`src/rtl/d_arb_pkg.sv`:
```
// Shared types for the two-source arbitrating merge: output-entry state and source tag.
package d_arb_pkg;
  typedef enum logic {ST_EMPTY = 1'b0, ST_FULL = 1'b1} state_e;
  typedef enum logic {SRC_A = 1'b0, SRC_B = 1'b1} src_e;
endpackage

```
`src/rtl/rr_arb2.sv`:
```
// Two-requestor round-robin arbiter: combinational grant, remembers the last accepted source.
module rr_arb2
  import d_arb_pkg::*;
(
  input  logic       clk_i,
  input  logic       rst_i,
  input  logic       en,
  input  logic [1:0] req,
  output logic [1:0] gnt
);

  src_e last_grant;

  // A grant is an accept: the requester is valid by construction, so |gnt is the transfer strobe.
  always_comb begin
    gnt = 2'b00;
    if (en && !rst_i) begin
      if (req[0] && req[1]) gnt = (last_grant == SRC_A) ? 2'b10 : 2'b01;
      else                  gnt = req;
    end
  end

  always_ff @(posedge clk_i) begin
    if (rst_i)       last_grant <= SRC_B;
    else if (gnt[1]) last_grant <= SRC_B;
    else if (gnt[0]) last_grant <= SRC_A;
  end

endmodule

```
`src/rtl/d_arb_merge.sv`:
```
// Merges two valid/ready sources into one registered output entry with round-robin fairness.
module d_arb_merge
  import d_arb_pkg::*;
#(
  parameter int Width    = 8,
  parameter int CntWidth = 16
) (
  input  logic                clk_i,
  input  logic                rst_i,
  input  logic                a_valid_i,
  output logic                a_ready_o,
  input  logic [Width-1:0]    a_data_i,
  input  logic                b_valid_i,
  output logic                b_ready_o,
  input  logic [Width-1:0]    b_data_i,
  output logic                valid_o,
  input  logic                ready_i,
  output logic [Width-1:0]    value_o,
  output logic                sel_o,
  output logic [CntWidth-1:0] a_cnt_o,
  output logic [CntWidth-1:0] b_cnt_o
);

  state_e     state;
  logic       can_load;
  logic [1:0] gnt;

  // Entry can be refilled in the same cycle it drains, giving full throughput.
  assign can_load = (state == ST_EMPTY) || ready_i;

  rr_arb2 u_arb (
    .clk_i (clk_i),
    .rst_i (rst_i),
    .en    (can_load),
    .req   ({b_valid_i, a_valid_i}),
    .gnt   (gnt)
  );

  assign a_ready_o = gnt[0];
  assign b_ready_o = gnt[1];

  always_ff @(posedge clk_i) begin
    if (rst_i) begin
      state   <= ST_EMPTY;
      valid_o <= 1'b0;
      value_o <= '0;
      sel_o   <= SRC_A;
      a_cnt_o <= '0;
      b_cnt_o <= '0;
    end else begin
      if (|gnt) begin
        state   <= ST_FULL;
        valid_o <= 1'b1;
        value_o <= gnt[1] ? b_data_i : a_data_i;
        sel_o   <= gnt[1] ? SRC_B : SRC_A;
      end else if (state == ST_FULL && ready_i) begin
        state   <= ST_EMPTY;
        valid_o <= 1'b0;
      end
      if (gnt[0]) a_cnt_o <= a_cnt_o + 1'b1;
      if (gnt[1]) b_cnt_o <= b_cnt_o + 1'b1;
    end
  end

endmodule

```
`config.mk`:
```
export PLATFORM = sky130hd
export DESIGN_NAME = d_arb_merge
export DESIGN_NICKNAME = d
export VERILOG_FILES = /design/src/rtl/d_arb_pkg.sv /design/src/rtl/rr_arb2.sv /design/src/rtl/d_arb_merge.sv
export SDC_FILE = /design/constraint.sdc
export NUM_CORES = 1
export LEC_CHECK = 0
export CAP_MARGIN = 20
export CORE_ASPECT_RATIO = 1.5
export CORE_MARGIN = 5
export CORE_UTILIZATION = 40
export DETAILED_ROUTE_END_ITERATION = 6
export PLACE_DENSITY = 0.71
export RECOVER_POWER = 100
export SLEW_MARGIN = 20
export SYNTH_ARGS = -nofsm -noshare
export SYNTH_HDL_FRONTEND = slang
export SYNTH_HIERARCHICAL = 1
export SYNTH_SLANG_ARGS = --single-unit
```
`constraint.sdc`:
```
create_clock -name clk_i -period 2.2 [get_ports clk_i]
set_input_delay 0.22 -clock clk_i [delete_from_list [all_inputs] [get_ports clk_i]]
set_output_delay 0.22 -clock clk_i [all_outputs]
set_load 0.02 [all_outputs]
```
# [Word level (Yosys, flattened, before mapping)]
# Index checks and enable logic that the tools add are counted.
# Widths: inputs -> output; s select.
[totals] ff_bits=43 out_inout_bits=44
[classes] n_reduce_logical=8 bitwise_logic=1 mux=7 n_addsub=2
[ops] operator="$add 16x1->16 const B" n=2
[ops] operator="$mux 8" n=1
[ops] operator="$mux 2" n=3
[ops] operator="$reduce_or 2->1" n=2
[ops] operator="$logic_and 1x1->1" n=3
[ops] operator="$mux 1" n=3
[ops] operator="$reduce_bool 2->1" n=1
[ops] operator="$logic_not 1->1" n=1
[ops] operator="$logic_or 1x1->1" n=1
[ops] operator="$not 1->1" n=1

# [Longest topological paths before layout]
[logic_depth] word_depth=6 depth_mapped=9 depth_no_buf=7

# [By module]
# The synthesis kept the hierarchy.
[modules_own_cells] module="d_arb_merge" n_inst=1 cells_each=221 area_each_um2=1905.6
[modules_own_cells] module="rr_arb2" n_inst=1 cells_each=8 area_each_um2=67.6

# [Worst setup path after synthesis]
# OpenSTA, ideal clock, no wires.
[synth_timing] path_kind="register to register" from="register state" to="register a_cnt_o[15]" setup_time_ns=0.121 arrival_time_ns=1.987 setup_slack_ns=0.092 period_less_slack_ns=2.108 required_ns=2.079 stages_incl_launch_ff=8 path_cell_list="dfxtp_1 nand2b_1 nor2b_2 and3_1 nand4_1 nor4_2 and3_1 mux2_2"
[synth_between] elab_chain_len=4
[synth_rtl] item="from (decl)" line="d_arb_merge.sv:24" text="state_e state;"
[synth_rtl] item="from (signal assigned)" line="d_arb_merge.sv:44" text="state <= ST_EMPTY;"
[synth_rtl] item="from (signal assigned)" line="d_arb_merge.sv:52" text="state <= ST_FULL;"
[synth_rtl] item="from (signal assigned)" line="d_arb_merge.sv:57" text="state <= ST_EMPTY;"
[synth_rtl] item="$not 1->1" line="d_arb_merge.sv:29" text="assign can_load = (state == ST_EMPTY) || ready_i;"
[synth_rtl] item="$logic_or 1x1->1" line="d_arb_merge.sv:29"
[synth_rtl] item="via can_load" line="d_arb_merge.sv:25" text="logic can_load;"
[synth_rtl] item="$logic_and 1x1->1" line="rr_arb2.sv:17" text="if (en && !rst_i) begin"
[synth_rtl] item="$mux 2" line="rr_arb2.sv:17"
[synth_rtl] item="via a_ready_o" line="d_arb_merge.sv:11" text="output logic a_ready_o,"
[synth_rtl] item="to (signal assigned)" line="d_arb_merge.sv:60" text="if (gnt[0]) a_cnt_o <= a_cnt_o + 1'b1;"
[synth_rtl] item="to (decl)" line="d_arb_merge.sv:20" text="output logic [CntWidth-1:0] a_cnt_o,"
# The timed path passes the listed nets, and every way through them passes these cells.
# A chain may end at the register's enable or synchronous reset.

# [Worst setup path after layout]
[layout_timing] from="input ready_i" to="output a_ready_o"
[layout_between] elab_chain_len=3
[layout_rtl] item="from (decl)" line="d_arb_merge.sv:17" text="input logic ready_i,"
[layout_rtl] item="$logic_or 1x1->1" line="d_arb_merge.sv:29"
[layout_rtl] item="via can_load" line="d_arb_merge.sv:25"
[layout_rtl] item="$logic_and 1x1->1" line="rr_arb2.sv:17"
[layout_rtl] item="$mux 2" line="rr_arb2.sv:17"
[layout_rtl] item="to (decl)" line="d_arb_merge.sv:11"
# The timed path passes the listed nets, and every way through them passes these cells.

==> out/metrics.yaml <==
run_status: "completed"
grt_pass1_wl_um: 8090
synthDistinctLibCells: 34
p_sw_share_pct: 23.0
drc: 0
max_cap_violations: 0
hold_ws_ns: 0.264
rrSetupSlack_ns: 0.31
die_height_um: 96.0
synth_seq_cells: 43
hold_viol: 0
io_pins: 65
vias: 1849
grt_overflow: 0
cts_buffer_depth: 2
crit_type: "input pin to primary output"
nets: 323
cp.arrival_ns: 1.89
syn_nets: 252
tightest_slew_ns: 0.501
die-width_um: 67.3
power.internal_mw: 1.23
grt_pass1_vias: 1807
drt_iter0_markers: 140
cts_sinks: 43
power.leakage_nw: 1.18
fmax_mhz: 474
grt_max_degree: 51
cts-resized-gates: 0
worstHoldPathType: "input pin to flip-flop"
wl_met2_um: 2510
grtUsageTotal_pct: 16.1
post-cts-setup-buffer-count: 0
start_util_pct: 41.0
die-area_um2: 6470
crit_path_end: "a_ready_o"
r2r-start: "state$_SDFFE_PP0P_"
vias_per_cell: 5.05
syn_inst: 229
finalSetupViolations: 0
dp_hpwl_um: 3590
grt_antenna_before_repair: 0
power_mw: 1.59
switchingPower_mw: 0.367
m1WireLength_um: 2030
cp_max_fo: 5
dr.pass1.iters: 4
drive_gt1_share_pct: 9.33
avgSynthCellArea_um2: 8.62
clock_skew_ns: 0.0108
wl_met3_um: 207
slew_viol_final: 0
synth_ff_type: "dfxtp_1"
clk_latency_ns: 0.29
cts_inserted_buffers: 5
clk_pin_slew_ns: 0.07
fin_crit_sh_pct: 95.9
setup_tns_ns: 0
dp.cells: 359
avgRoutedWirePerCell_um: 13.2
timing.rr.end: "a_cnt_o[15]$_SDFFE_PP0P_"
yosysWarnings: 6
rsz0062_at_grt: "no"
diodes: 0
cts_tree: "yes"
pre_cts_ws_ns: -0.0945
ctsHoldBuffers: 0
layout_common_cells: "nor2_1, dfxtp_1, dlygate4sd3_1"
p_clk_share_pct: 37.0
coreArea_um2: 4810
p_comb_share_pct: 12.0
setup_slack_ns: 0.0910
final_common_cell: "nor2_1"
yosysSeqAreaShare_pct: 43.6
reg2reg_depth: 7
worstPathRequired_ns: 1.98
port_buffers: 64
crit_path_start_kind: "input pin"
cts_root_buf: "clkbuf_8"
drtAntennaViolNets: 0
gp_congestion: 0.791
layout.cells.non_filler: 366
netlist_area_um2: 1970
synth_edf_count: 0
highest_layer: "met4"
power_density_nw_per_um2: 566
fp-row-count: 31
area_delta_synth_final_pct: 42.6
layout_min_cycle_time_ns: 2.11
timing.slew.headroom_pct: 66.6
routed_wl_um: 4830
synth_async_sr_flop_share_pct: 0
seqPwrFrac_pct: 50.9
htreeDepth: 2
vdd_drop_max_mv: 0.378
cp-startpoint: "ready_i"
crit_path_end_kind: "primary output"
==> worst max-delay path: stages <==
cell,delay [ns]
clkdlybuf4s50_1,0.45
nand2b_1,0.11
nor2b_2,0.16
and3_1,0.20
buf_4,0.14
clkdlybuf4s50_1,0.60
==> through the flow <==
step | utilization (%) | area, µm²
6_report | 58.5 | 2810
3_3_place_gp | 56.7 | 2730
3_5_place_dp | 56.7 | 2730
5_1_grt | 58.5 | 2810
2_1_floorplan | - | 1970
4_1_cts | 58.9 | 2830
==> area by class of cell <==
type | instances | area (µm²)
Tap cell | 66 | 82.6
Timing Repair Buffer | 75 | 701
Multi-Input combinational cell | 171 | 1050
Sequential cell | 43 | 861
Fill cell | 463 | 2000
Inverter | 4 | 15.0
Clock buffer | 6 | 72.6
Clock inverter | 1 | 30.0
==> synth_stat cells, types with 4 or more instances <==
cell type | instances | share of area [%]
nor2_1 | 49 | 9.3
nand4_1 | 12 | 3.8
nor3_1 | 4 | 1.0
clkbuf_1 | 5 | 0.95
mux2i_1 | 10 | 5.1
xor2_1 | 14 | 6.2
and3_1 | 4 | 1.3
inv_1 | 4 | 0.76
and4_1 | 4 | 1.8
nand3_1 | 9 | 2.3
nor2b_1 | 6 | 1.9
dfxtp_1 | 43 | 44
mux2_2 | 5 | 2.9
a21oi_1 | 15 | 3.8
nand2_1 | 10 | 1.9
xnor2_1 | 6 | 2.7
==> power by group through the flow <==
stage / combinational [mW] / clock [mW] / sequential [mW]
5_1_grt: 0.210 / 0.627 / 0.814
3_5_place_dp: 0.203 / 0 / 0.829
2_1_floorplan: 0.0804 / 0 / 0.850
3_3_place_gp: 0.200 / 0 / 0.830
4_1_cts: 0.204 / 0.600 / 0.812
6_report: 0.192 / 0.590 / 0.811
==> worst min path at each step <==
| stage | depth (start not counted) | startpoint | slack, ns | endpoint |
|---|---|---|---|---|
| 4_1_cts | 3 | rst_i | 0.26 | u_arb/last_grant$_SDFFE_PP1P_ |
| 2_1_floorplan | 1 | a_valid_i | 0.33 | u_arb/last_grant$_SDFFE_PP1P_ |
| 3_5_place_dp | 1 | u_arb/last_grant$_SDFFE_PP1P_ | 0.47 | u_arb/last_grant$_SDFFE_PP1P_ |
| 6_report | 3 | rst_i | 0.26 | u_arb/last_grant$_SDFFE_PP1P_ |
| 3_3_place_gp | 2 | sel_o$_SDFFE_PP0P_ | 0.48 | sel_o$_SDFFE_PP0P_ |
| 5_1_grt | 3 | rst_i | 0.31 | u_arb/last_grant$_SDFFE_PP1P_ |
==> metal layers <==
metal | track usage [%] | vias up
li1 | - | 928
met1 | 18.8 | 871
met2 | 28.1 | 42
met3 | 3.27 | 8
met4 | 6.60 | 0
met5 | 0 | -
==> flip-flops by register name (all words and copies together), names as in the netlist <==
name,cells
u_arb/last_grant,1
b_cnt_o,16
value_o,8
state,1
sel_o,1
a_cnt_o,16
==> cell families after synthesis <==
| logic type | after synthesis | synth area share, % |
|---|---|---|
| muxes | 15 | 7.93 |
| AOI/OAI and AO/OA | 22 | 6.34 |
| xor gates and xnor gates | 20 | 8.88 |
| and+or+nand+nor | 112 | 28.9 |
| buffers and inverters | 15 | 3.04 |
| adders and majority gates | 2 | 1.27 |
| DFF | 43 | 43.6 |
Power figures use the tool's default switching activity.
